--- config.mk ---
export PLATFORM = sky130hd
export DESIGN_NAME = apb_rr_master_arbiter
export DESIGN_NICKNAME = d
export VERILOG_FILES = /design/src/rtl/apb_rr_master_arbiter.sv
export SDC_FILE = /design/constraint.sdc
export NUM_CORES = 1
export LEC_CHECK = 0
export CELL_PAD_IN_SITES_DETAIL_PLACEMENT = 0
export CELL_PAD_IN_SITES_GLOBAL_PLACEMENT = 1
export CORE_UTILIZATION = 22
export CTS_BUF_LIST = sky130_fd_sc_hd__clkbuf_4 sky130_fd_sc_hd__clkbuf_8 sky130_fd_sc_hd__clkbuf_16
export DETAILED_ROUTE_END_ITERATION = 10
export PLACE_DENSITY = 0.78
export REMOVE_ABC_BUFFERS = 1
export SYNTH_ARGS = -nofsm -noshare
export SYNTH_HDL_FRONTEND = slang
export SYNTH_SLANG_ARGS = --single-unit
export TNS_END_PERCENT = 1
--- constraint.sdc ---
create_clock -name PCLK -period 2.1 [get_ports PCLK]
set_input_delay 0.315 -clock PCLK [delete_from_list [all_inputs] [get_ports PCLK]]
set_output_delay 0.315 -clock PCLK [all_outputs]
set_load 0.01 [all_outputs]
--- src/rtl/apb_rr_master_arbiter.sv ---
// Round-robin arbiter that shares one APB bus among NUM_REQ requesters.
// Runs SETUP/ACCESS, returns read data and status, and terminates hung slaves.
module apb_rr_master_arbiter #(
    parameter int unsigned ADDR_WIDTH = 32,
    parameter int unsigned DATA_WIDTH = 32,
    parameter int unsigned NUM_REQ    = 4,
    parameter int unsigned TIMEOUT    = 16
) (
    input  logic                          PCLK,
    input  logic                          PRESET,
    input  logic [NUM_REQ-1:0]            req,
    input  logic [NUM_REQ*ADDR_WIDTH-1:0] req_addr,
    input  logic [NUM_REQ-1:0]            req_write,
    input  logic [NUM_REQ*DATA_WIDTH-1:0] req_wdata,
    output logic [NUM_REQ-1:0]            gnt,
    output logic [NUM_REQ-1:0]            done,
    output logic [DATA_WIDTH-1:0]         rdata,
    output logic                          err,
    output logic                          tout,
    output logic [ADDR_WIDTH-1:0]         PADDR,
    output logic                          PSEL,
    output logic                          PENABLE,
    output logic                          PWRITE,
    output logic [DATA_WIDTH-1:0]         PWDATA,
    input  logic                          PREADY,
    input  logic                          PSLVERR,
    input  logic [DATA_WIDTH-1:0]         PRDATA
);

    localparam int unsigned PW        = (NUM_REQ > 1) ? $clog2(NUM_REQ) : 1;
    localparam int unsigned CW        = (TIMEOUT > 2) ? $clog2(TIMEOUT) : 1;
    localparam int unsigned TO_LAST_I = (TIMEOUT > 0) ? TIMEOUT - 1 : 0;
    localparam logic [CW-1:0] TO_LAST = CW'(TO_LAST_I);
    localparam logic [PW-1:0] PTR_MAX = PW'(NUM_REQ - 1);

    typedef enum logic [1:0] {
        StIdle,
        StSetup,
        StAccess
    } state_e;

    state_e                  state;
    logic [PW-1:0]           ptr;
    logic [CW-1:0]           wait_cnt;

    logic [NUM_REQ-1:0]      eligible;
    logic                    pick_valid;
    logic [PW-1:0]           pick_idx;
    logic [PW-1:0]           cand;
    logic [NUM_REQ-1:0]      pick_onehot;
    logic [ADDR_WIDTH-1:0]   pick_addr;
    logic [DATA_WIDTH-1:0]   pick_wdata;
    logic                    pick_write;
    logic                    timeout_hit;

    // The requester that completed this cycle is masked so it cannot win back-to-back.
    assign eligible = req & ~done;

    always_comb begin
        pick_valid = 1'b0;
        pick_idx   = '0;
        cand       = ptr;
        for (int k = 0; k < NUM_REQ; k++) begin
            cand = (cand == PTR_MAX) ? '0 : cand + 1'b1;
            if (!pick_valid && eligible[cand]) begin
                pick_valid = 1'b1;
                pick_idx   = cand;
            end
        end
    end

    always_comb begin
        pick_onehot = '0;
        pick_addr   = '0;
        pick_wdata  = '0;
        pick_write  = 1'b0;
        for (int i = 0; i < NUM_REQ; i++) begin
            if (pick_idx == PW'(i)) begin
                pick_onehot[i] = pick_valid;
                pick_addr      = req_addr[i*ADDR_WIDTH +: ADDR_WIDTH];
                pick_wdata     = req_wdata[i*DATA_WIDTH +: DATA_WIDTH];
                pick_write     = req_write[i];
            end
        end
    end

    assign timeout_hit = (TIMEOUT != 0) && (wait_cnt == TO_LAST);

    always_ff @(posedge PCLK) begin
        if (PRESET) begin
            state    <= StIdle;
            ptr      <= PTR_MAX;
            wait_cnt <= '0;
            gnt      <= '0;
            done     <= '0;
            rdata    <= '0;
            err      <= 1'b0;
            tout     <= 1'b0;
            PADDR    <= '0;
            PSEL     <= 1'b0;
            PENABLE  <= 1'b0;
            PWRITE   <= 1'b0;
            PWDATA   <= '0;
        end else begin
            done <= '0;
            unique case (state)
                StIdle: begin
                    if (pick_valid) begin
                        gnt     <= pick_onehot;
                        ptr     <= pick_idx;
                        PADDR   <= pick_addr;
                        PWRITE  <= pick_write;
                        PWDATA  <= pick_wdata;
                        PSEL    <= 1'b1;
                        PENABLE <= 1'b0;
                        state   <= StSetup;
                    end
                end
                StSetup: begin
                    PENABLE  <= 1'b1;
                    wait_cnt <= '0;
                    state    <= StAccess;
                end
                StAccess: begin
                    if (PREADY) begin
                        if (!PWRITE) begin
                            rdata <= PRDATA;
                        end
                        err     <= PSLVERR;
                        tout    <= 1'b0;
                        done    <= gnt;
                        gnt     <= '0;
                        PSEL    <= 1'b0;
                        PENABLE <= 1'b0;
                        state   <= StIdle;
                    end else if (timeout_hit) begin
                        err     <= 1'b1;
                        tout    <= 1'b1;
                        done    <= gnt;
                        gnt     <= '0;
                        PSEL    <= 1'b0;
                        PENABLE <= 1'b0;
                        state   <= StIdle;
                    end else begin
                        wait_cnt <= wait_cnt + 1'b1;
                    end
                end
                default: begin
                    state <= StIdle;
                end
            endcase
        end
    end

    gnt_onehot: assert property (@(posedge PCLK) $onehot0(gnt));
    done_onehot: assert property (@(posedge PCLK) $onehot0(done));
    enable_within_select: assert property (@(posedge PCLK) PENABLE |-> PSEL);

endmodule

---- Word level (Yosys, flattened, before mapping) ----
Index checks and enable logic that the tools add are counted.
word-level totals
  bits in registers ....................... 117
  bits of input ports ..................... 300
  output and inout bits ................... 109
  word-level logic and storage cells ...... 118
cells by class
  add/subtract/negate cells ............... 5
  order comparisons ....................... 4
  equality and inequality tests ........... 14
  mux-type cells .......................... 58
  bitwise logic cells ..................... 4
  reductions and logical operators ........ 20
operators with widths
  cell                 number
  $mux 32              8
  $mux 4               7
  $mux 1               23
  $mux 2               11
  $pmux 4 s2           2
  $eq 2x2->1 const B   7
  $lt 2x3->1 const B   4
  $reduce_and 3->1     4
  $add 2x1->2 const B  4
  $bmux 1 s2           4
  $ne 2x2->1 const B   3
  $pmux 2 s3           1
  $reduce_and 2->1     3
  $reduce_bool 2->1    3
  $add 4x1->4 const B  1
  $and 4x4->4          1
  $eq 2x1->1 const B   2
  $eq 4x4->1 const B   1
  $logic_not 2->1      2
  $not 4->4            1
  $logic_and 1x1->1    3
  $logic_not 1->1      3
  $ne 3x3->1 const B   1
  $pmux 1 s3           1
  other kinds (4)      5

---- Longest topological paths before layout ----
  depth after elaboration ................. 19
  mapped depth ............................ 9
  gate-level depth less buffers ........... 7

---- Worst setup path before layout ----
OpenSTA, ideal clock, no wires.
  kind .................................... reg-to-reg
  start ................................... register ptr[0]
  end ..................................... register PWDATA[13]
  setup time .............................. 134 ps
  data arrival time ....................... 1,996 ps
  required time ........................... 1,966 ps
  setup slack ............................. -30 ps
  stages on the path, launching flop included .. 9
  buffers on the path ..................... 1
  period minus slack after synthesis ...... 2,130 ps
  cells stage by stage .................... dfxtp_1 ha_1 inv_1 o221ai_2 a22oi_2 buf_2 mux2_1 a221oi_1 nor4_1
on the way
  word-level cells in the longest chain between the ends .. 19
ends and longest elaborated chain
  what                                                                  RTL line  RTL
  from (decl)                                                           43        logic [PW-1:0] ptr;
  from (signal assigned)                                                110       ptr <= pick_idx;
  $add 2x1->2 or $eq 2x2->1 (tied branches)                             64        cand = (cand == PTR_MAX) ? '0 : cand + 1'b1;
  $mux 2 *                                                              64
  parallel branches: the longest is 17 deep, another holds $add 2x1->2  --
  to (signal assigned)                                                  113       PWDATA <= pick_wdata;
  to (decl)                                                             24        output logic [DATA_WIDTH-1:0] PWDATA,
Mark *: on every way between the ends. The select of a mux whose other input is x is not followed.
A chain may end at the register's enable or synchronous reset.

---- Worst setup path in the final report ----
  start ................................... register ptr[0]
  end ..................................... register PWDATA[3]
Same word-level chain as after synthesis.

==> results.py <==
metrics = {
    "run_status": {
        "outcome": "finished with violations",
        "violations": "design-rule violations",
    },
    "placed_design": {
        "gp_congestion": 0.883,
        "place_inst": 1447,
        "io_buffers": 408,
        "dpl.hpwl_mm": 20.7,
    },
    "synth": {
        "yosys_warnings": 0,
        "ys_ff_latch": 117,
        "ys_seq_area_frac": 0.396,
        "synth_cell_types": 54,
        "synth_edf_count": 0,
        "netlist_area_mm2": 0.00591,
        "async_flop_share": 0,
        "synth_area_per_cell_um2": 8.30,
        "dominantRegCellSynth": "dfxtp_1",
        "synth_cells": 712,
    },
    "cells_and_area": {
        "multi_input_area_mm2": 0.00341,
        "synthToLayoutAreaGrowth_pct": 97.4,
        "fin_nets": 1441,
        "drive_above_1_share": 0.147,
        "stdcell_count": 1487,
        "n_antenna_cell": 0,
        "register_area_mm2": 0.00234,
        "fill_cells": 2513,
        "utilization": 0.445,
    },
    "drt": {
        "ant_nets": 0,
        "drc_errors": 21,
        "wire_per_inst_um": 18.5,
        "routed_wl_mm": 27.5,
        "dr.pass1.iters": 8,
        "via_per_inst": 5.00,
        "vias": 7428,
        "drt_iter0_markers": 444,
    },
    "timing": {
        "skew_ps": 12.5,
        "period_minus_slack_ps": 2050,
        "fin_crit_sh": 0.977,
        "slew_headroom": 0.546,
        "report.final.hold_viol_count": 0,
        "setup_viol": 0,
        "worstMarginPinSlew_ps": 681,
        "fmax_mhz": 487,
        "whs_ps": 285,
        "rsz0062_at_grt": "true",
        "setup_tns_ps": 0,
        "slew_viol_final": 0,
    },
    "setup_path": {
        "cp_slowest_cell": "dfxtp_2",
        "critPathLaunch": "ptr[0]",
        "cpMostUsedCell": "buf_12",
        "reg2reg_from": "ptr[0]",
        "arrival_ps": 2340,
        "cp-start-kind": "flip-flop",
        "critical_path.top_delay_family": "compound AO/OA/AOI/OAI gates",
        "end_kind": "flip-flop",
        "cp.required_ps": 2380,
        "critPathKind": "flip-flop to flip-flop",
        "worstPathMaxFanout": 8,
        "path_buf_inv": 3,
        "critPathMaxStageDelay_ps": 330,
        "crit_chain": "buf_4 > nor2_4 > o221ai_2 > a22oi_2 > buf_12 > buf_12 > mux2_1 > a221oi_2 > nor4_1",
    },
    "clock_tree": {
        "postCtsHoldBufs": 0,
        "cts.path.max_buffers": 2,
        "cts_root_buf": "clkbuf_16",
        "clock-sinks": 117,
        "cts_tree": "yes",
        "h-tree-depth": 4,
        "cts_made_buffers": 17,
        "path_clk_slew_ps": 70,
        "insertion_delay_ps": 420,
    },
    "die": {
        "die_w_um": 166,
        "design.core.area_mm2": 0.0262,
        "rows": 59,
        "fp.dieArea_mm2": 0.0275,
        "fp.dieH_um": 166,
        "io-pin-count": 409,
        "start_util": 0.225,
    },
    "run": {
        "drv_cap": 0,
    },
    "global_route": {
        "grt_use_total": 0.195,
        "gr-total-overflow": 0,
        "grt_pass1_wl_mm": 42.0,
        "grt_pass1_vias": 7426,
        "antenna_found_initial": 0,
        "grt_max_degree": 59,
    },
    "power_and_ir_drop": {
        "total_power_uw": 9430,
        "p_leak_uw": 0.00415,
        "powerDensity_mw_per_mm2": 808,
        "vdd_drop_max_uv": 401,
    },
    "min_path": {
        "min-delay-start": "PRESET",
        "hp-class": "input port to flip-flop",
    },
}
layout by cell type, fill, tap and decap left out, types with 3 or more instances in the layout:
cell type,count
a21o_1,3
a221oi_2,23
a21oi_1,39
a22oi_1,6
nor2_1,68
o31ai_1,12
nand3_1,81
nor4_1,13
nor2b_1,3
clkinvlp_4,3
clkdlybuf4s50_1,407
nor3_1,37
dfxtp_1,115
a311oi_1,37
mux2_4,3
buf_4,49
clkinv_2,6
inv_6,4
a221oi_1,29
and2_1,5
clkbuf_16,17
o221ai_1,12
mux2_1,9
nor2_4,3
nand2b_1,3
buf_12,24
nand2_1,84
stage by stage:
step	setup WS (ps)	area, um2
detailed placement	-319	10900
finish	48.5	11700
floorplan	-2670	5550
global placement	-291	10900
global route	-57.2	11700
CTS	-21.6	11500
worst register-to-register path, stage by stage, from the launching register on:
cell and delay [ps]:
dfxtp_2 330, buf_4 150, nor2_4 150, o221ai_2 120
a22oi_2 260, buf_12 160, buf_12 130, mux2_1 340
a221oi_2 220, nor4_1 70
layout make-up:
| class | instances | area share |
|---|---|---|
| Sequential cell | 117 | 0.201 |
| Clock inverter | 15 | 0.00901 |
| Timing Repair Buffer | 482 | 0.424 |
| Multi-Input combinational cell | 518 | 0.293 |
| Inverter | 3 | 0.000966 |
| Tap cell | 335 | 0.0359 |
| Clock buffer | 17 | 0.0365 |
path summary, 6_finish.rpt:
path | slack [ps] | end | cells past startpoint
setup reg to reg | 50 | PWDATA[3] | 9
setup / recovery | 50 | PWDATA[3] | 9
hold reg to reg | 450 | rdata[0] | 2
hold / removal | 280 | state[0] | 3
cell families after synthesis:
kind of cell | after synthesis | share of synthesized area
compound gates | 190 | 0.266
buf+inv | 77 | 0.0620
mux | 14 | 0.0267
flops | 117 | 0.396
simple gates | 312 | 0.245
fa+ha+maj | 2 | 0.00423
state kept, by name, summed over array words and instances (netlist names):
signal,cells
PADDR,32
PWDATA,32
rdata,32
done,4
gnt,4
wait_cnt,4
ptr,2
state,2
PENABLE,1
PSEL,1
PWRITE,1
err,1
tout,1
power by group:
part / internal, uW / leakage, uW / total, uW / switching, uW
Combinational: 2140 / 0.00293 / 4020 / 1890
Clock: 1510 / 0.000260 / 2700 / 1190
Sequential: 2520 / 0.000961 / 2700 / 181
Total: 6170 / 0.00415 / 9430 / 3260
per-layer routing:
metal | vias to the layer above | GRT usage | part of all wire
li1 | 3554 | - | -
met1 | 3500 | 0.225 | 0.41
met2 | 334 | 0.347 | 0.50
met3 | 40 | 0.0469 | 0.068
met4 | 0 | 0.0776 | 0.025
met5 | - | 0 | 0
synthesized netlist by cell type (3+ instances only):
cell	count	area, um2
nand2_1	84	315
nor4_1	15	93.8
a22oi_1	6	45.0
a221oi_2	10	150
buf_2	35	175
a21o_1	3	22.5
clkbuf_1	31	116
buf_4	7	52.6
a211oi_1	3	22.5
and2_1	5	31.3
nand2b_1	4	25.0
mux2_1	12	135
o31ai_1	12	90.1
a21oi_1	40	200
dfxtp_1	117	2340
nor2b_1	3	18.8
nor2_1	70	263
a311oi_1	39	342
nand3_1	81	405
o221ai_1	12	105
inv_1	3	11.3
a221oi_1	42	368
nor3_1	38	190
timing repair:
item                                    4_1_cts  5_1_grt
endpoints found under the setup margin       16       61
gates cloned                                  0        0
pin swaps                                     2        8
setup buffers                                 6        2
resized for setup                             5       32
Power figures use the tool's default switching activity.
